===== src/rtl/nes_mem_pkg.sv =====
// Shared definitions for the SDRAM arbitration path: FSM states, owner codes,
// controller word width and the default byte-address width.
package nes_mem_pkg;

   localparam int SD_W       = 32;
   localparam int ADDR_W_DEF = 23;

   typedef enum logic [2:0] {
      ST_IDLE,
      ST_ISSUE,
      ST_WAIT_BUSY,
      ST_WAIT_DONE,
      ST_ACK
   } state_t;

   typedef enum logic [1:0] {
      OWN_NONE = 2'd0,
      OWN_LD   = 2'd1,
      OWN_CPU  = 2'd2,
      OWN_PPU  = 2'd3
   } owner_t;

   // Bit order of the ack vector: {ppu, cpu, ld}.
   function automatic logic [2:0] ack_onehot(input owner_t o);
      case (o)
         OWN_LD:  ack_onehot = 3'b001;
         OWN_CPU: ack_onehot = 3'b010;
         OWN_PPU: ack_onehot = 3'b100;
         default: ack_onehot = 3'b000;
      endcase
   endfunction

endpackage


===== src/rtl/rr_pick2.sv =====
// Two-way round-robin picker. last=1 means requester b was served most
// recently, so a wins a tie.
module rr_pick2 (
   input  logic req_a,
   input  logic req_b,
   input  logic last,
   output logic grant_a,
   output logic grant_b
);

   assign grant_a = req_a & (~req_b | last);
   assign grant_b = req_b & ~grant_a;

endmodule


===== src/rtl/sdram_arbiter.sv =====
// Serializes loader / CPU / PPU byte accesses onto the single-port SDRAM
// controller. Loader has absolute priority; CPU and PPU alternate on ties.
module sdram_arbiter
   import nes_mem_pkg::*;
#(
   parameter int ADDR_W = ADDR_W_DEF,
   parameter int DATA_W = 8
) (
   input  logic              clk,
   input  logic              rst,
   input  logic              ld_req,
   input  logic              cpu_req,
   input  logic              ppu_req,
   input  logic [ADDR_W-1:0] ld_addr,
   input  logic [ADDR_W-1:0] cpu_addr,
   input  logic [ADDR_W-1:0] ppu_addr,
   input  logic              ld_rw,
   input  logic              cpu_rw,
   input  logic              ppu_rw,
   input  logic [DATA_W-1:0] ld_wdata,
   input  logic [DATA_W-1:0] cpu_wdata,
   input  logic [DATA_W-1:0] ppu_wdata,
   output logic              ld_ack,
   output logic              cpu_ack,
   output logic              ppu_ack,
   output logic [DATA_W-1:0] rdata,
   output logic [ADDR_W-1:0] sd_addr,
   output logic              sd_rw,
   output logic [SD_W-1:0]   sd_data_in,
   output logic              sd_in_valid,
   input  logic              sd_busy,
   input  logic [SD_W-1:0]   sd_data_out,
   input  logic              sd_out_valid,
   output logic [1:0]        owner
);

   state_t              state;
   owner_t              own_q, win;
   logic                last_rr;
   logic [2:0]          ack_q;
   logic [DATA_W-1:0]   wdata_q;
   logic                g_cpu, g_ppu, done;
   logic [ADDR_W-1:0]   nxt_addr;
   logic                nxt_rw;
   logic [DATA_W-1:0]   nxt_wdata;
   logic                unused_hi;

   assign unused_hi  = ^sd_data_out[SD_W-1:DATA_W];
   assign sd_data_in = {{(SD_W-DATA_W){1'b0}}, wdata_q};
   assign owner      = own_q;
   assign ld_ack     = ack_q[0];
   assign cpu_ack    = ack_q[1];
   assign ppu_ack    = ack_q[2];

   rr_pick2 u_rr (
      .req_a   (cpu_req),
      .req_b   (ppu_req),
      .last    (last_rr),
      .grant_a (g_cpu),
      .grant_b (g_ppu)
   );

   always_comb begin
      win       = OWN_NONE;
      nxt_addr  = ld_addr;
      nxt_rw    = ld_rw;
      nxt_wdata = ld_wdata;
      if (ld_req) begin
         win = OWN_LD;
      end else if (g_cpu) begin
         win       = OWN_CPU;
         nxt_addr  = cpu_addr;
         nxt_rw    = cpu_rw;
         nxt_wdata = cpu_wdata;
      end else if (g_ppu) begin
         win       = OWN_PPU;
         nxt_addr  = ppu_addr;
         nxt_rw    = ppu_rw;
         nxt_wdata = ppu_wdata;
      end
   end

   // A read may return data before busy is ever seen high; accept it early.
   assign done = (state == ST_WAIT_BUSY && !sd_rw && sd_out_valid) ||
                 (state == ST_WAIT_DONE && (sd_rw ? !sd_busy : sd_out_valid));

   always_ff @(posedge clk) begin
      if (rst) begin
         state       <= ST_IDLE;
         own_q       <= OWN_NONE;
         last_rr     <= 1'b1;
         ack_q       <= 3'b000;
         sd_in_valid <= 1'b0;
         rdata       <= '0;
         sd_addr     <= '0;
         sd_rw       <= 1'b0;
         wdata_q     <= '0;
      end else begin
         ack_q       <= 3'b000;
         sd_in_valid <= 1'b0;
         case (state)
            ST_IDLE: begin
               if (!sd_busy && win != OWN_NONE) begin
                  own_q       <= win;
                  sd_addr     <= nxt_addr;
                  sd_rw       <= nxt_rw;
                  wdata_q     <= nxt_wdata;
                  sd_in_valid <= 1'b1;
                  state       <= ST_ISSUE;
                  if (win == OWN_CPU) last_rr <= 1'b0;
                  if (win == OWN_PPU) last_rr <= 1'b1;
               end else begin
                  own_q <= OWN_NONE;
               end
            end
            ST_ISSUE: state <= ST_WAIT_BUSY;
            ST_WAIT_BUSY, ST_WAIT_DONE: begin
               if (done) begin
                  if (!sd_rw) rdata <= sd_data_out[DATA_W-1:0];
                  ack_q <= ack_onehot(own_q);
                  state <= ST_ACK;
               end else if (state == ST_WAIT_BUSY && sd_busy) begin
                  state <= ST_WAIT_DONE;
               end
            end
            ST_ACK: begin
               own_q <= OWN_NONE;
               state <= ST_IDLE;
            end
            default: state <= ST_IDLE;
         endcase
      end
   end

endmodule


===== config.mk =====
export PLATFORM = sky130hd
export DESIGN_NAME = sdram_arbiter
export DESIGN_NICKNAME = d
export VERILOG_FILES = /design/src/rtl/nes_mem_pkg.sv /design/src/rtl/rr_pick2.sv /design/src/rtl/sdram_arbiter.sv
export SDC_FILE = /design/constraint.sdc
export NUM_CORES = 1
export LEC_CHECK = 0
export CORE_MARGIN = 10
export CORE_UTILIZATION = 25
export CTS_CLUSTER_DIAMETER = 100
export DETAILED_ROUTE_END_ITERATION = 12
export PLACE_DENSITY = 0.75
export RECOVER_POWER = 100
export SLEW_MARGIN = 10
export SYNTH_ARGS = -nofsm -noshare
export SYNTH_HDL_FRONTEND = slang
export SYNTH_SLANG_ARGS = --single-unit

===== constraint.sdc =====
create_clock -name clk -period 1.5 [get_ports clk]
set_input_delay 0.225 -clock clk [delete_from_list [all_inputs] [get_ports clk]]
set_output_delay 0.225 -clock clk [all_outputs]
set_load 0.01 [all_outputs]

==> out/metrics.csv <==
stage,metric,value,unit
clock_network,TritonCTS sink count,50,
route,drt drc,0,
hold_path,Hold Crit Class,input port to register,
run,total of max-cap violations,0,
route,drt first pass iters,4,
setup_path,worst path bufs/invs,2,
setup_path,Worst EP arrival,1760,ps
final_layout,Final Non-Filler Cells,580,
route,final WL,11300,um
yosys,sequential area share after synthesis,37.4,%
global_route,initial antenna violation count,0,
setup_path,worst r2r src,state[0],
clock_network,Clock Latency Late Sink,310,ps
pwr,Comb pwr share,35.5,%
final_layout,share of cells above drive strength 1,21.2,%
yosys,yosys warns,0,
clock_network,H-Tree Depth,2,
yosys,Synth area leaders,"dfxtp_1, a221oi_1, nand3b_1, o41ai_1, nor2b_1",
floorplanning,die width,123,um
pwr,Psw,1060,uW
floorplanning,Initial Util,25.8,%
global_route,vias in the first global route,2896,
timing,Fin. Hold Viols,0,
yosys,Synth area leader,dfxtp_1,
run_status,status,finished with violations,
timing,Setup WS post-layout,-57.5,ps
setup_path,CP startpoint kind,register,
clock_network,CTS buffer count,5,
yosys,dominant synthesized flop cell,dfxtp_1,
clock_network,CTS root buffer,clkbuf_8,
setup_path,CP Depth,5,
route,Post-DRT Antenna Nets,0,
route,drt first-iter violations,103,
pwr,Seq pwr share,41.2,%
yosys,Post-Syn Area,2680,um2
clock_network,CTS tree,yes,
setup_path,"reg-to-reg slack, setup",-60,ps
yosys,Yosys top cell area share,37.4,%
timing,RSZ-0062 raised after global routing,yes,
setup_path,CP required,1700,ps
clock_network,clk slew on worst S/H paths,90,ps
placement,Detail Placement HPWL,7990,um
run_status,violated checks,setup timing,
setup_path,crit end category,register,
setup_path,"critical path, cell by cell",nor4_4 -> o31ai_4 -> buf_12 -> buf_12 -> o41ai_2,
floorplanning,placement row count,37,
floorplanning,Die Ht,123,um
pwr,switching share of power,29.6,%
global_route,first-pass GRT wire length,15300,um
pwr,Final Power,3590,uW
yosys,ys async rst share,0,%
yosys,syn avg cell area,9.60,um2
pwr,total leakage power,0.00192,uW
global_route,gr ovfl total,0,
setup_path,r2r endpoint,sd_addr[8],
timing,TNS Setup,-337,ps
setup_path,critical path's top delay family,compound AO/OA/AOI/OAI gates,
route,wire per inst,19.4,um
yosys,Synth Register Bits,50,
yosys,cells after synthesis,279,
clock_network,Post-CTS Hold Fix Bufs,0,
floorplanning,Ports,205,
pwr,internal power,2530,uW
route,Vias/cell,4.93,
hold_path,hold path endpoint,state[2],
global_route,GR Util All Layers,12.5,%
final_layout,Layout Nets,578,
global_route,largest net degree at the start of global routing,48,
setup_path,most frequent CP cell,buf_12,
placement,routability-driven placement congestion ratio,0.765,
final_layout,"Core Util, Final",48.4,%
pwr,Peak VDD IR,0.386,mV
timing,Tcrit/Tclk final,104,%
yosys,number of flops mapped to enable cells by yosys,0,
pwr,Clock power frac,23.3,%
hold_path,hold path depth,2,
setup_path,CP max stage delay,340,ps
clock_network,clk buf depth,2,
timing,count of pins over their slew limit,0,
route,via count,2859,
timing,Final setup viols,15,
timing,Fin Clk Skew,13.3,ps
setup_path,R2R depth,5,
final_layout,ant diodes,0,
pwr,Pwr Density,715,nW/um2
hold_path,Hold Crit Start,rst,
placement,Port Buf Inserts,156,
placement,dpl cells,561,
timing,fmax,642,MHz
timing,post-layout min period,1560,ps
setup_path,CP Class,register to register,
setup_path,Crit-path slowest cell,dfxtp_2,
yosys,Netlist cell types,32,
floorplanning,core outline area,10400,um2
floorplanning,Die Footprint,15200,um2
setup_path,crit path max fanout,8,
final_layout,Area Growth Syn to Fin,87.4,%
placement,pre-CTS setup slack,-404,ps
registers in the layout (all words and copies together) (netlist names):
register	cells
ack_q	3
last_rr	1
owner	2
rdata	8
sd_addr	23
sd_in_valid	1
sd_rw	1
state	3
wdata_q	8
layer usage:
| metal | up-vias | GRT usage (%) | wire length, um |
|---|---|---|---|
| met5 | - | 0 | 0 |
| met3 | 8 | 4.69 | 1080 |
| met2 | 122 | 22.7 | 5850 |
| met1 | 1376 | 13.2 | 4220 |
| li1 | 1353 | - | - |
| met4 | 0 | 3.06 | 130 |
worst max path at each step:
| stage | end | from | slack [ps] |
|---|---|---|---|
| 2_1_floorplan | sd_addr[10] | state[2] | 20 |
| 3_3_place_gp | wdata_q[7] | ppu_req | -360 |
| 3_5_place_dp | wdata_q[7] | ppu_req | -400 |
| 4_1_cts | sd_addr[16] | state[2] | 0.4 |
| 5_1_grt | wdata_q[2] | state[0] | -90 |
| 6_report | sd_addr[8] | state[0] | -60 |
logic make-up after synthesis:
| group | after synthesis | share of synthesized area [%] |
|---|---|---|
| buffers and inverters | 55 | 11.4 |
| flip-flops | 50 | 37.4 |
| other | 1 | 0.140 |
| AND/OR/NAND/NOR | 88 | 22.1 |
| AO/OA/AOI/OAI | 77 | 25.9 |
| multiplexers | 8 | 2.99 |
through the flow:
| step | instance area [um2] | hold WS [ps] |
|---|---|---|
| after floorplan | 2760 | 372 |
| after global placement | 4450 | 466 |
| after detailed placement | 4450 | 459 |
| after CTS | 4600 | 177 |
| after global routing | 5020 | 192 |
| final | 5020 | 185 |
cells in the final DEF, fill, tap and decap left out, types with 2 or more instances in the layout:
cell type	netlist	final
a21oi_1	4	4
mux2i_1	8	8
nand2_1	2	2
clkbuf_1	22	3
a221oi_2	0	13
o41ai_4	0	4
dfxtp_2	0	4
clkdlybuf4s50_1	0	144
buf_4	24	17
inv_1	2	2
a221oi_1	32	19
dlygate4sd2_1	0	3
dlymetal6s2s_1	0	3
buf_6	1	2
clkdlybuf4s25_1	0	2
nor2b_2	1	2
o21ai_0	4	4
clkbuf_16	0	4
clkbuf_8	0	6
nor2_1	10	10
dfxtp_1	50	46
buf_2	2	2
nor2b_1	34	32
o41ai_2	6	23
nand3b_1	33	33
conb_1	1	24
o41ai_1	26	5
buf_12	0	8
cell type report:
class | instances | area [um2]
fillers | 958 | 5350
flip-flops and latches | 50 | 1010
multi-input cells | 197 | 1790
clock buffers | 7 | 86.3
inverters | 2 | 7.51
well taps | 136 | 170
repair buffers | 187 | 1950
clock inverters | 1 | 5.00
power by group through the flow:
stage          clock, uW  sequential [uW]  combinational (uW)
2_1_floorplan          0             1540                 415
3_3_place_gp           0             1500                1030
3_5_place_dp           0             1510                1050
4_1_cts              869             1480                1070
5_1_grt              913             1490                1360
6_report             836             1480                1270
Yosys cell counts, types with 6 or more instances:
cell type	instances
dfxtp_1	50
nor2b_1	34
nand3b_1	33
a221oi_1	32
o41ai_1	26
buf_4	24
clkbuf_1	22
nor2_1	10
mux2i_1	8
o41ai_2	6
timing repair:
| item | CTS | global route |
|---|---|---|
| gates cloned | 0 | 6 |
| gates resized for setup | 10 | 48 |
| setup buffers | 2 | 3 |
| pin swaps | 0 | 21 |
| endpoints found under the setup margin | 24 | 42 |
Note: power is estimated with default switching activity, not from simulation.
